`src/rtl/morse_msg_sequencer.sv`:
```
// rtl/morse_msg_sequencer.sv - letter FIFO feeding a Morse letter encoder with inter-letter/word gap timing
module morse_msg_sequencer #(
    parameter int DEPTH    = 8,
    parameter int UNIT_DIV = 1
) (
    input  logic       clk,
    input  logic       rst,
    input  logic       wr_en,
    input  logic [4:0] wr_code,
    input  logic       clear,
    output logic       enc_start,
    output logic [4:0] enc_code,
    input  logic       enc_done,
    output logic       full,
    output logic       empty,
    output logic [4:0] count,
    output logic       busy,
    output logic       wr_err
);

    localparam int AW = (DEPTH > 1) ? $clog2(DEPTH) : 1;
    localparam int PW = (UNIT_DIV > 1) ? $clog2(UNIT_DIV) : 1;
    localparam logic [4:0]    DEPTH_C    = 5'(DEPTH);
    localparam logic [PW-1:0] PRESC_LAST = PW'(UNIT_DIV - 1);

    typedef enum logic [1:0] {
        S_IDLE,
        S_ISSUE,
        S_WAIT,
        S_GAP
    } state_t;

    logic [4:0]    mem_q [DEPTH];
    logic [AW-1:0] wr_ptr_q, wr_ptr_d;
    logic [AW-1:0] rd_ptr_q, rd_ptr_d;
    logic [4:0]    count_q, count_d;
    logic          wr_err_q, wr_err_d;

    state_t        state_q, state_d;
    logic [4:0]    cur_code_q, cur_code_d;
    logic [2:0]    gap_units_q, gap_units_d;
    logic [PW-1:0] presc_q, presc_d;

    logic code_legal;
    logic push;
    logic pop;

    assign code_legal = (wr_code <= 5'd26);
    assign full       = (count_q == DEPTH_C);
    assign empty      = (count_q == 5'd0);
    // full is the registered occupancy, so a same-cycle pop never frees room for a write
    assign push       = wr_en & code_legal & ~full & ~clear;
    assign pop        = (state_q == S_IDLE) & ~empty;

    assign count  = count_q;
    assign busy   = (state_q != S_IDLE);
    assign wr_err = wr_err_q;

    always_comb begin
        wr_ptr_d = wr_ptr_q;
        rd_ptr_d = rd_ptr_q;
        count_d  = count_q;
        wr_err_d = wr_en & ~clear & (full | ~code_legal);
        if (clear) begin
            wr_ptr_d = '0;
            rd_ptr_d = '0;
            count_d  = '0;
        end else begin
            if (push) begin
                wr_ptr_d = wr_ptr_q + AW'(1);
            end
            if (pop) begin
                rd_ptr_d = rd_ptr_q + AW'(1);
            end
            if (push && !pop) begin
                count_d = count_q + 5'd1;
            end else if (pop && !push) begin
                count_d = count_q - 5'd1;
            end
        end
    end

    always_ff @(posedge clk) begin
        if (push) begin
            mem_q[wr_ptr_q] <= wr_code;
        end
    end

    always_ff @(posedge clk or posedge rst) begin
        if (rst) begin
            wr_ptr_q <= '0;
            rd_ptr_q <= '0;
            count_q  <= '0;
            wr_err_q <= 1'b0;
        end else begin
            wr_ptr_q <= wr_ptr_d;
            rd_ptr_q <= rd_ptr_d;
            count_q  <= count_d;
            wr_err_q <= wr_err_d;
        end
    end

    always_comb begin
        state_d     = state_q;
        cur_code_d  = cur_code_q;
        gap_units_d = gap_units_q;
        presc_d     = presc_q;
        enc_start   = 1'b0;
        enc_code    = 5'd0;
        case (state_q)
            S_IDLE: begin
                if (!empty) begin
                    cur_code_d = mem_q[rd_ptr_q];
                    state_d    = S_ISSUE;
                end
            end
            S_ISSUE: begin
                if (cur_code_q != 5'd0) begin
                    enc_start = 1'b1;
                    enc_code  = cur_code_q;
                    state_d   = S_WAIT;
                end else begin
                    // word space: 4 extra units on top of the 3-unit letter gap
                    gap_units_d = 3'd4;
                    presc_d     = '0;
                    state_d     = S_GAP;
                end
            end
            S_WAIT: begin
                if (enc_done) begin
                    gap_units_d = 3'd2;
                    presc_d     = '0;
                    state_d     = S_GAP;
                end
            end
            S_GAP: begin
                if (presc_q == PRESC_LAST) begin
                    presc_d     = '0;
                    gap_units_d = gap_units_q - 3'd1;
                    if (gap_units_q <= 3'd1) begin
                        state_d = S_IDLE;
                    end
                end else begin
                    presc_d = presc_q + PW'(1);
                end
            end
            default: begin
                state_d = S_IDLE;
            end
        endcase
    end

    always_ff @(posedge clk or posedge rst) begin
        if (rst) begin
            state_q     <= S_IDLE;
            cur_code_q  <= 5'd0;
            gap_units_q <= 3'd0;
            presc_q     <= '0;
        end else begin
            state_q     <= state_d;
            cur_code_q  <= cur_code_d;
            gap_units_q <= gap_units_d;
            presc_q     <= presc_d;
        end
    end

endmodule

```
`config.mk`:
```
export PLATFORM = sky130hd
export DESIGN_NAME = morse_msg_sequencer
export DESIGN_NICKNAME = d
export VERILOG_FILES = /design/src/rtl/morse_msg_sequencer.sv
export SDC_FILE = /design/constraint.sdc
export NUM_CORES = 1
export LEC_CHECK = 0
export ABC_AREA = 1
export CORE_ASPECT_RATIO = 1.4
export CORE_MARGIN = 8
export CORE_UTILIZATION = 50
export DETAILED_ROUTE_END_ITERATION = 7
export PLACE_DENSITY = 0.7
export SLEW_MARGIN = 30
export SYNTH_ARGS = -nofsm -noshare
export SYNTH_HDL_FRONTEND = slang
export SYNTH_SLANG_ARGS = --single-unit
export TNS_END_PERCENT = 100
```
`constraint.sdc`:
```
create_clock -name clk -period 2.55 [get_ports clk]
set_input_delay 0.6375 -clock clk [delete_from_list [all_inputs] [get_ports clk]]
set_output_delay 0.6375 -clock clk [all_outputs]
set_load 0.02 [all_outputs]
```
==> summary.txt <==
Run status
  – Status: finished, final reports clean

GRT
  – Number of global-route vias before repair: 2,149
  – Initial antenna violation count: 0
  – Wire length of the first global-routing pass: 9853 µm
  – Largest net degree at the start of global routing: 23
  – Total track usage: 0.1480
  – Grt total ovfl: 0

Synth
  – Distinct cell type count after synthesis: 26
  – Cells after synthesis: 299
  – Yosys warning count: 0
  – #FFs+latches synth: 62
  – Net count after synthesis: 321
  – Sequential share of the synthesized area: 0.5895
  – Mean post-synth cell area: 9.938 µm²
  – Mapped Area: 0.002972 mm²

Timing
  – Crit path time final: 2.429 ns
  – Max_slew headroom: 0.5559
  – Skew final: 0.006631 ns
  – Final Max Tran Viols: 0
  – RSZ-0062 raised after global routing: false
  – Fmax: 411.7 MHz
  – Final worst slack: 0.1212 ns
  – Final setup fails: 0
  – Final worst path period share: 0.9525
  – Final Hold Viols: 0
  – Tightest Pin Transition: 0.6661 ns

Floorplanning
  – Die Width: 81.16 µm
  – Die footprint: 0.008701 mm²
  – IO Pins: 25
  – Row count: 33
  – Initial core utilization: 0.5104
  – Core area: 0.005822 mm²
  – Die Height: 107.2 µm

Clocking
  – H-tree Lvls: 3
  – Total CTS buffers: 9
  – Maximum clock insertion buffer count: 2
  – Clock slew at reported path FFs: 0.07 ns
  – Clock latency on the worst-skew pair: 0.33 ns
  – CTS sink count: 62
  – Root Buffer: clkbuf_8
  – Hold_buf cts: 0
  – TritonCTS clock tree: yes

Placement
  – HPWL Detailed: 4324 µm
  – Post-Place Worst Slack: -0.1725 ns
  – DP Cell Count: 413
  – IO Port Bufs: 24
  – Routability Congestion: 0.8371

Power
  – Leakage: 1.682 nW
  – NetSw: 1.387 mW
  – P_int: 2.281 mW
  – Pwr Density: 996.7 mW/mm²
  – VDD IR max: 0.4868 mV
  – Flop pwr share: 0.368
  – Clock share of power: 0.224
  – Logic pwr share: 0.408
  – Sw Share: 0.3781

Finish
  – Non-Filler Instances: 429
  – Final Core Density: 0.6321
  – Layout cell share with drive strength beyond 1: 0.1588
  – Final nets: 376
  – Most frequent cells in the layout: nand2_1 (49), nor2_1 (49), edfxtp_1 (40), o21ai_0 (38), inv_1 (32)
  – P&R area growth vs syn: 23.83%
  – Diode count: 0

Drt
  – Post-route ant nets: 0
  – # DRC: 0
  – Routed via count: 2,185
  – DR WL/cell: 13.91 µm
  – Starting DRT DRC Count: 91
  – DR pass1 iterations: 4
  – WL final: 5967 µm
  – Via density: 5.093

Worst setup path
  – Crit path capture type: output pin
  – Crit path kind: reg -> out
  – Max FO, Critical Path: 4
  – CP Launch Type: flop
  – Worst endpoint required time: 1.91 ns
  – CP arrival: 1.79 ns

Run
  – Maxcap violations: 0

Worst hold path
  – Worst min path class: reg -> reg
==> cell families after synthesis <==
group                      count (synthesis)  synth area share
AOI/OAI and AO/OA                         61            0.1112
and+or+nand+nor                          120            0.1819
xor gates and xnor gates                   3          0.008844
DFF                                       62            0.5895
adders and majority gates                 12           0.05305
buffers and inverters                     41           0.05558
==> through the flow <==
step           TNS, ns  total power, mW  hold WS (ns)  area [µm²]
6_report             0            3.667        0.5141        3680
5_1_grt              0            3.940        0.5416        3680
4_1_cts              0            3.700        0.5131        3661
3_5_place_dp   -0.4212            2.875        0.4959        3471
3_3_place_gp   -0.1530            2.832        0.4948        3471
2_1_floorplan        0            2.369        0.4712        2972
==> timing repair <==
item,4_1_cts,5_1_grt
gates resized for setup,1,7
setup endpoints to repair,1,7
cloned,0,0
setup buffers,0,0
==> synth_stat cells <==
| cell type | n | area (µm²) |
|---|---|---|
| nor2_2 | 2 | 12.51 |
| dfrtp_1 | 22 | 550.5 |
| inv_6 | 1 | 8.760 |
| clkinv_2 | 1 | 5.000 |
| nand3_1 | 9 | 45.04 |
| xnor2_1 | 2 | 17.52 |
| nand2_4 | 4 | 45.04 |
| nor2_1 | 49 | 183.9 |
| nand2_1 | 49 | 183.9 |
| clkbuf_1 | 3 | 11.26 |
| nand2_2 | 2 | 12.51 |
| nor3_2 | 1 | 10.01 |
| nor2_8 | 1 | 20.02 |
| o21ai_0 | 38 | 190.2 |
| inv_1 | 32 | 120.1 |
| ha_1 | 11 | 137.6 |
| a21oi_1 | 10 | 50.05 |
| fa_1 | 1 | 20.02 |
| o21ai_1 | 3 | 15.01 |
| buf_2 | 4 | 20.02 |
| o211ai_1 | 9 | 67.56 |
| o21a_1 | 1 | 7.510 |
| nand3_2 | 2 | 20.02 |
| xor2_1 | 1 | 8.760 |
| nand3b_1 | 1 | 7.510 |
| edfxtp_1 | 40 | 1201 |
==> power groups by stage <==
| stage | Clock [mW] | Combinational [mW] | Sequential [mW] |
|---|---|---|---|
| global route | 0.878 | 1.69 | 1.37 |
| CTS | 0.835 | 1.51 | 1.35 |
| floorplan | 0 | 0.994 | 1.37 |
| detailed placement | 0 | 1.50 | 1.37 |
| global placement | 0 | 1.46 | 1.37 |
| finish | 0.820 | 1.50 | 1.35 |
==> final timing paths <==
| path | endpoint | startpoint | depth (start not counted) | slack, ns |
|---|---|---|---|---|
| worst max-delay path | busy | state_q[0] | 4 | 0.12 |
| worst min-delay path | cur_code_q[0] | cur_code_q[0] | 2 | 0.51 |
| worst max register to register | count[4] | state_q[0] | 13 | 0.45 |
| worst min register to register | cur_code_q[0] | cur_code_q[0] | 2 | 0.51 |
| max in group asynchronous | wr_ptr_q[0] | rst | 3 | 1.66 |
| min in group asynchronous | cur_code_q[2] | rst | 3 | 0.66 |
==> area by class of cell <==
class / instances / area (µm²)
fillers: 487 / 2142
flip-flops and latches: 62 / 1752
repair buffers: 51 / 457.9
well taps: 70 / 87.58
inverters: 34 / 133.9
clock buffers: 9 / 123.9
clock inverters: 7 / 63.81
multi-input cells: 196 / 1061
==> worst max-delay path, stage by stage (launching register included) <==
cell,delay (ns)
dfrtp_1,0.40
inv_1,0.09
ha_1,0.28
inv_1,0.09
clkdlybuf4s50_1,0.60
==> routing by layer <==
layer,routed length [µm],global-route usage,up-vias
li1,-,-,1105
met1,2532,0.1627,1030
met2,3086,0.2565,41
met3,254,0.03601,9
met4,93,0.07179,0
met5,0,0,-
==> state kept, by name (all words and copies together), names as in the netlist <==
register     cells
wr_ptr_q         3
wr_err           1
state_q          2
cur_code_q       5
mem_q           40
gap_units_q      3
rd_ptr_q         3
count            5
Note: power is estimated with default switching activity, not from simulation.
==> RTL change 1: new RTL, same flow settings <==
Change the parameter `DEPTH` from 8 to 16.
--- a/src/rtl/morse_msg_sequencer.sv
+++ b/src/rtl/morse_msg_sequencer.sv
@@ -1,6 +1,6 @@
 // rtl/morse_msg_sequencer.sv - letter FIFO feeding a Morse letter encoder with inter-letter/word gap timing
 module morse_msg_sequencer #(
-    parameter int DEPTH    = 8,
+    parameter int DEPTH    = 16,
     parameter int UNIT_DIV = 1
 ) (
     input  logic       clk,
Behaviour: not the same (a bounded check fails within 10 cycles, from zero or initial values and one cycle with rst high).
==> RTL change 1 against the original RTL <==
  * Global-route usage up 2.2 points
  * Sequential cell count rose by 42
  * Register-to-register slack worse by 0.04 ns
  * Synthesized area grew 63%
  * Worst setup slack worse by 0.012 ns
  * Design area rose by 56%
  * Wire length grew 78%
  * First-iteration DRC count is 120% higher
  * Sequential power increased by 59%
  * Via count up 58%
  * Die area increased by 51%
  * Total power up 48%
  * Critical path type unchanged
  * Largest power group is now registers
==> RTL change 1: results (changes against the original RTL) <==
status: "complete, no violations"
synth_async_sr_flop_share: 0.231  # -0.124
syn_nets: 506  # +58%
clockRootBuffer: "clkbuf_16"
grt_use_total: 0.170  # +0.0217
nNetsFinal: 563  # +50%
firstDrtPassIters: 5  # +1
viasPerCell: 5.29  # +4.0%
place_ws_ns: -0.243  # -0.0707 ns
relSlewSlack: 0.387  # -0.169
critPathMaxFanout: 5  # +1
path_clk_slew_ns: 0.06
drive_gt1_frac: 0.135  # -0.0241
port_buffers: 24  # unchanged
ys_types: 29  # +12%
grt_max_degree: 42  # +83%
synth_commonest_cells: "106 x nand2_1, 90 x nor2_1, 80 x edfxtp_1, 40 x nand3_1, 34 x o21ai_0"
yosys-top-cells-area: "edfxtp_1 50%, dfrtp_1 12%, nand2_1 8.2%, nor2_1 7.0%, nand3_1 4.1%"
dp_hpwl_um: 7670  # +77%
yosysSeqAreaShare: 0.620  # +0.0302
htree_levels: 3  # unchanged
synth_top_flop_cell: "edfxtp_1"
clock_latency_ns: 0.34
fillerInstances: 790  # +62%
synth_edf_count: 80  # +100%
die_area_um2: 13100  # +51%
p_leak_nw: 2.49  # +48%
grt_pass1_vias: 3685  # +71%
largest_reg_flops: 80  # +100%
finalClockSkew_ns: 0.00348  # -0.00315 ns
drt-wirelength-per-cell_um: 16.3  # +17%
gp_congestion: 0.901  # +7.6%
grt_pass1_wl_um: 17500  # +78%
max-vdd-ir-drop_mv: 0.668  # +37%
drt_iter0_drc: 198  # +120%
[RTL change 1: cell types whose count changed after synthesis, sizes merged, moves of 2 or more]
cell	delta
nand2	+58
nor2	+41
edfxtp	+40
nand3	+31
o211ai	-9
buf	+7
ha	+4
o21ai	+3
dfrtp	+2
nor3	+2
[RTL change 1: path summary, 6_finish.rpt]
| check | slack, ns | end | from | cells after the start |
|---|---|---|---|---|
| max | 0.11 | full | count[2]$_DFFE_PP0P_ | 4 |
| min | 0.51 | cur_code_q[4]$_DFFE_PP0P_ | cur_code_q[4]$_DFFE_PP0P_ | 2 |
| max reg2reg | 0.41 | count[4]$_DFFE_PP0P_ | state_q[0]$_DFFE_PP0P_ | 13 |
| min reg2reg | 0.51 | cur_code_q[4]$_DFFE_PP0P_ | cur_code_q[4]$_DFFE_PP0P_ | 2 |
| max in group asynchronous | 1.67 | wr_err$_DFF_PP0_ | rst | 3 |
| min in group asynchronous | 0.64 | state_q[0]$_DFFE_PP0P_ | rst | 3 |
[RTL change 1: cell type report]
| type | instances | area [um2] | share of cell area |
|---|---|---|---|
| tap | 110 | 138 | 0.0239 |
| inverter | 34 | 128 | 0.0222 |
| clock buffer | 12 | 246 | 0.0429 |
| timing repair buffer | 61 | 536 | 0.0932 |
| clock inverter | 4 | 67.6 | 0.0118 |
| multi-input combinational | 327 | 1630 | 0.283 |
| sequential | 104 | 3000 | 0.523 |
[RTL change 1: routing by layer]
metal  vias up  share of wire  global-route usage  routed length, um
met2        82           0.53               0.308               5670
met4         0          0.028              0.0828                302
met5         -              0                   0                  0
li1       1715              -                   -                  -
met1      1636           0.40               0.180               4290
met3        19          0.034              0.0352                360
[RTL change 1: kinds of logic after synthesis]
logic type      Yosys count  share of synthesized area
simple gates            253                      0.227
flops                   104                      0.620
compound gates           55                     0.0596
buf+inv                  49                     0.0454
fa+ha+maj                16                     0.0429
xor+xnor                  3                    0.00542
[RTL change 1: report_power, final]
part / internal, W / total, W / switching [W]
combinational: 0.000708 / 0.00187 / 0.00116
sequential: 0.00198 / 0.00214 / 0.000164
clock: 0.000881 / 0.00143 / 0.000547
[RTL change 1: what timing repair did]
action	in CTS	in global routing
gates resized for setup	1	8
hold buffers	0	0
setup endpoints to repair	3	8
pin swaps	0	0
[RTL change 1: critical path, stage by stage, from the launching register on]
cell and delay [ns]:
dfrtp_1 0.46, nor2_2 0.18, nand3_2 0.15, inv_1 0.08, clkdlybuf4s50_1 0.60
[RTL change 1: through the flow]
stage | cells | utilization | area, um2
4_1_cts | 652 | 0.605 | 5730
6_report | 652 | 0.608 | 5750
3_5_place_dp | 636 | 0.572 | 5410
5_1_grt | 652 | 0.608 | 5750
2_1_floorplan | 480 | - | 4850
3_3_place_gp | 636 | 0.572 | 5410
==> RTL change 2: new RTL, same flow settings <==
Without the edit above. Encoding of `state_t`: now Gray code (2 bits for 4 states).
--- a/src/rtl/morse_msg_sequencer.sv
+++ b/src/rtl/morse_msg_sequencer.sv
@@ -24,10 +24,10 @@
     localparam logic [PW-1:0] PRESC_LAST = PW'(UNIT_DIV - 1);
 
     typedef enum logic [1:0] {
-        S_IDLE,
-        S_ISSUE,
-        S_WAIT,
-        S_GAP
+        S_IDLE  = 2'b00,
+        S_ISSUE = 2'b01,
+        S_WAIT  = 2'b11,
+        S_GAP   = 2'b10
     } state_t;
 
     logic [4:0]    mem_q [DEPTH];
Behaviour: no difference found for any inputs over 10 cycles, from zero or initial values and one cycle with rst high; not proved beyond that.
==> RTL change 2 against the original RTL <==
  * Clock skew decreased by 0.0013 ns
  * Sequential cell count did not move
  * Wire length is 6.6% lower
  * Design area fell by 1.2%
  * Total power rose by 4.3%
  * Combinational power decreased by 5%
  * Synthesized cell count shrank 3.7%
  * Synthesized area down 2.7%
  * Worst setup slack improved by 0.016 ns
==> RTL change 2: results (changes against the original RTL) <==
synth_fa_ha_area_frac: 0.0372  # -0.0158
max-vdd-ir-drop_mv: 0.738  # +52%
drive_gt1_frac: 0.181  # +0.0223
use_met3: 0.0465  # +0.0104
drt_wl_total_um: 5570  # -6.6%
crit_start: "count[1]$_DFFE_PP0P_"
ys_types: 28  # +7.7%
finalClockSkew_ns: 0.00529  # -0.00135 ns
yosys-top-cells-area: "edfxtp_1 42%, dfrtp_1 19%, nor2_1 7.0%, o21ai_0 6.9%, nand2_1 4.9%"
p_leak_nw: 1.53  # -9.1%
critPathMaxFanout: 5  # +1
met1_usage: 0.147  # -0.0155
gp_congestion: 0.829  # -0.94%
status: "complete, no violations"
synth_commonest_cells: "54 x nor2_1, 40 x edfxtp_1, 40 x o21ai_0, 38 x nand2_1, 25 x inv_1"
drt_iter0_drc: 76  # -16%
viasPerCell: 5.04  # -1.0%
yosysSeqAreaShare: 0.606  # +0.0163
nNetsFinal: 361  # -4.0%
syn_inst: 288  # -3.7%
whs_ns: 0.495  # -0.0190 ns
p_sw_w: 0.00135  # -3.0%
crit_end: "empty"
synth_compound_area_frac: 0.115  # +0.00351
place_ws_ns: -0.105  # +0.0672 ns
hp-start: "cur_code_q[0]$_DFFE_PP0P_"
rrSetupSlack_ns: 0.49  # +0.04 ns
syn_nets: 306  # -4.7%
met2_usage: 0.252  # -0.00430
grt_pass1_wl_um: 9450  # -4.1%
grt_use_total: 0.143  # -0.00456
worst_slew_pin_slew_ns: 0.627  # -0.0387 ns
placedInstanceArea_um2: 3390  # -2.4%
dp_hpwl_um: 4170  # -3.6%
final_critical_path_setup_slack_ns: 0.137  # +0.0161 ns
post-place-cells: 402  # -2.7%
-- RTL change 2: cell types whose count changed after synthesis, moves of 2 or more --
| cell | change |
|---|---|
| a21oi_1 | -2 |
| nor2_1 | +5 |
| o211ai_1 | -7 |
| ha_1 | -4 |
| o21ai_0 | +2 |
| o21ai_1 | +5 |
| nand2_1 | -11 |
| nor2_2 | +3 |
| inv_1 | -7 |
| inv_2 | +4 |
-- RTL change 2: routing by layer --
metal	vias to the layer above	share of wire
li1	1075	-
met1	980	0.40
met2	39	0.53
met3	13	0.047
met4	0	0.020
met5	-	0
-- RTL change 2: layout make-up --
class | count | area (um2) | share of cell area
sequential | 62 | 1750 | 0.482
multi-input combinational | 190 | 998 | 0.275
timing repair buffer | 50 | 438 | 0.120
clock buffer | 10 | 138 | 0.0378
inverter | 30 | 115 | 0.0316
clock inverter | 6 | 109 | 0.0299
tap | 70 | 87.6 | 0.0241
-- RTL change 2: timing repair --
action                     in CTS  in global routing
hold buffers                    0                  0
setup endpoints to repair       0                  1
resized for setup               0                  1
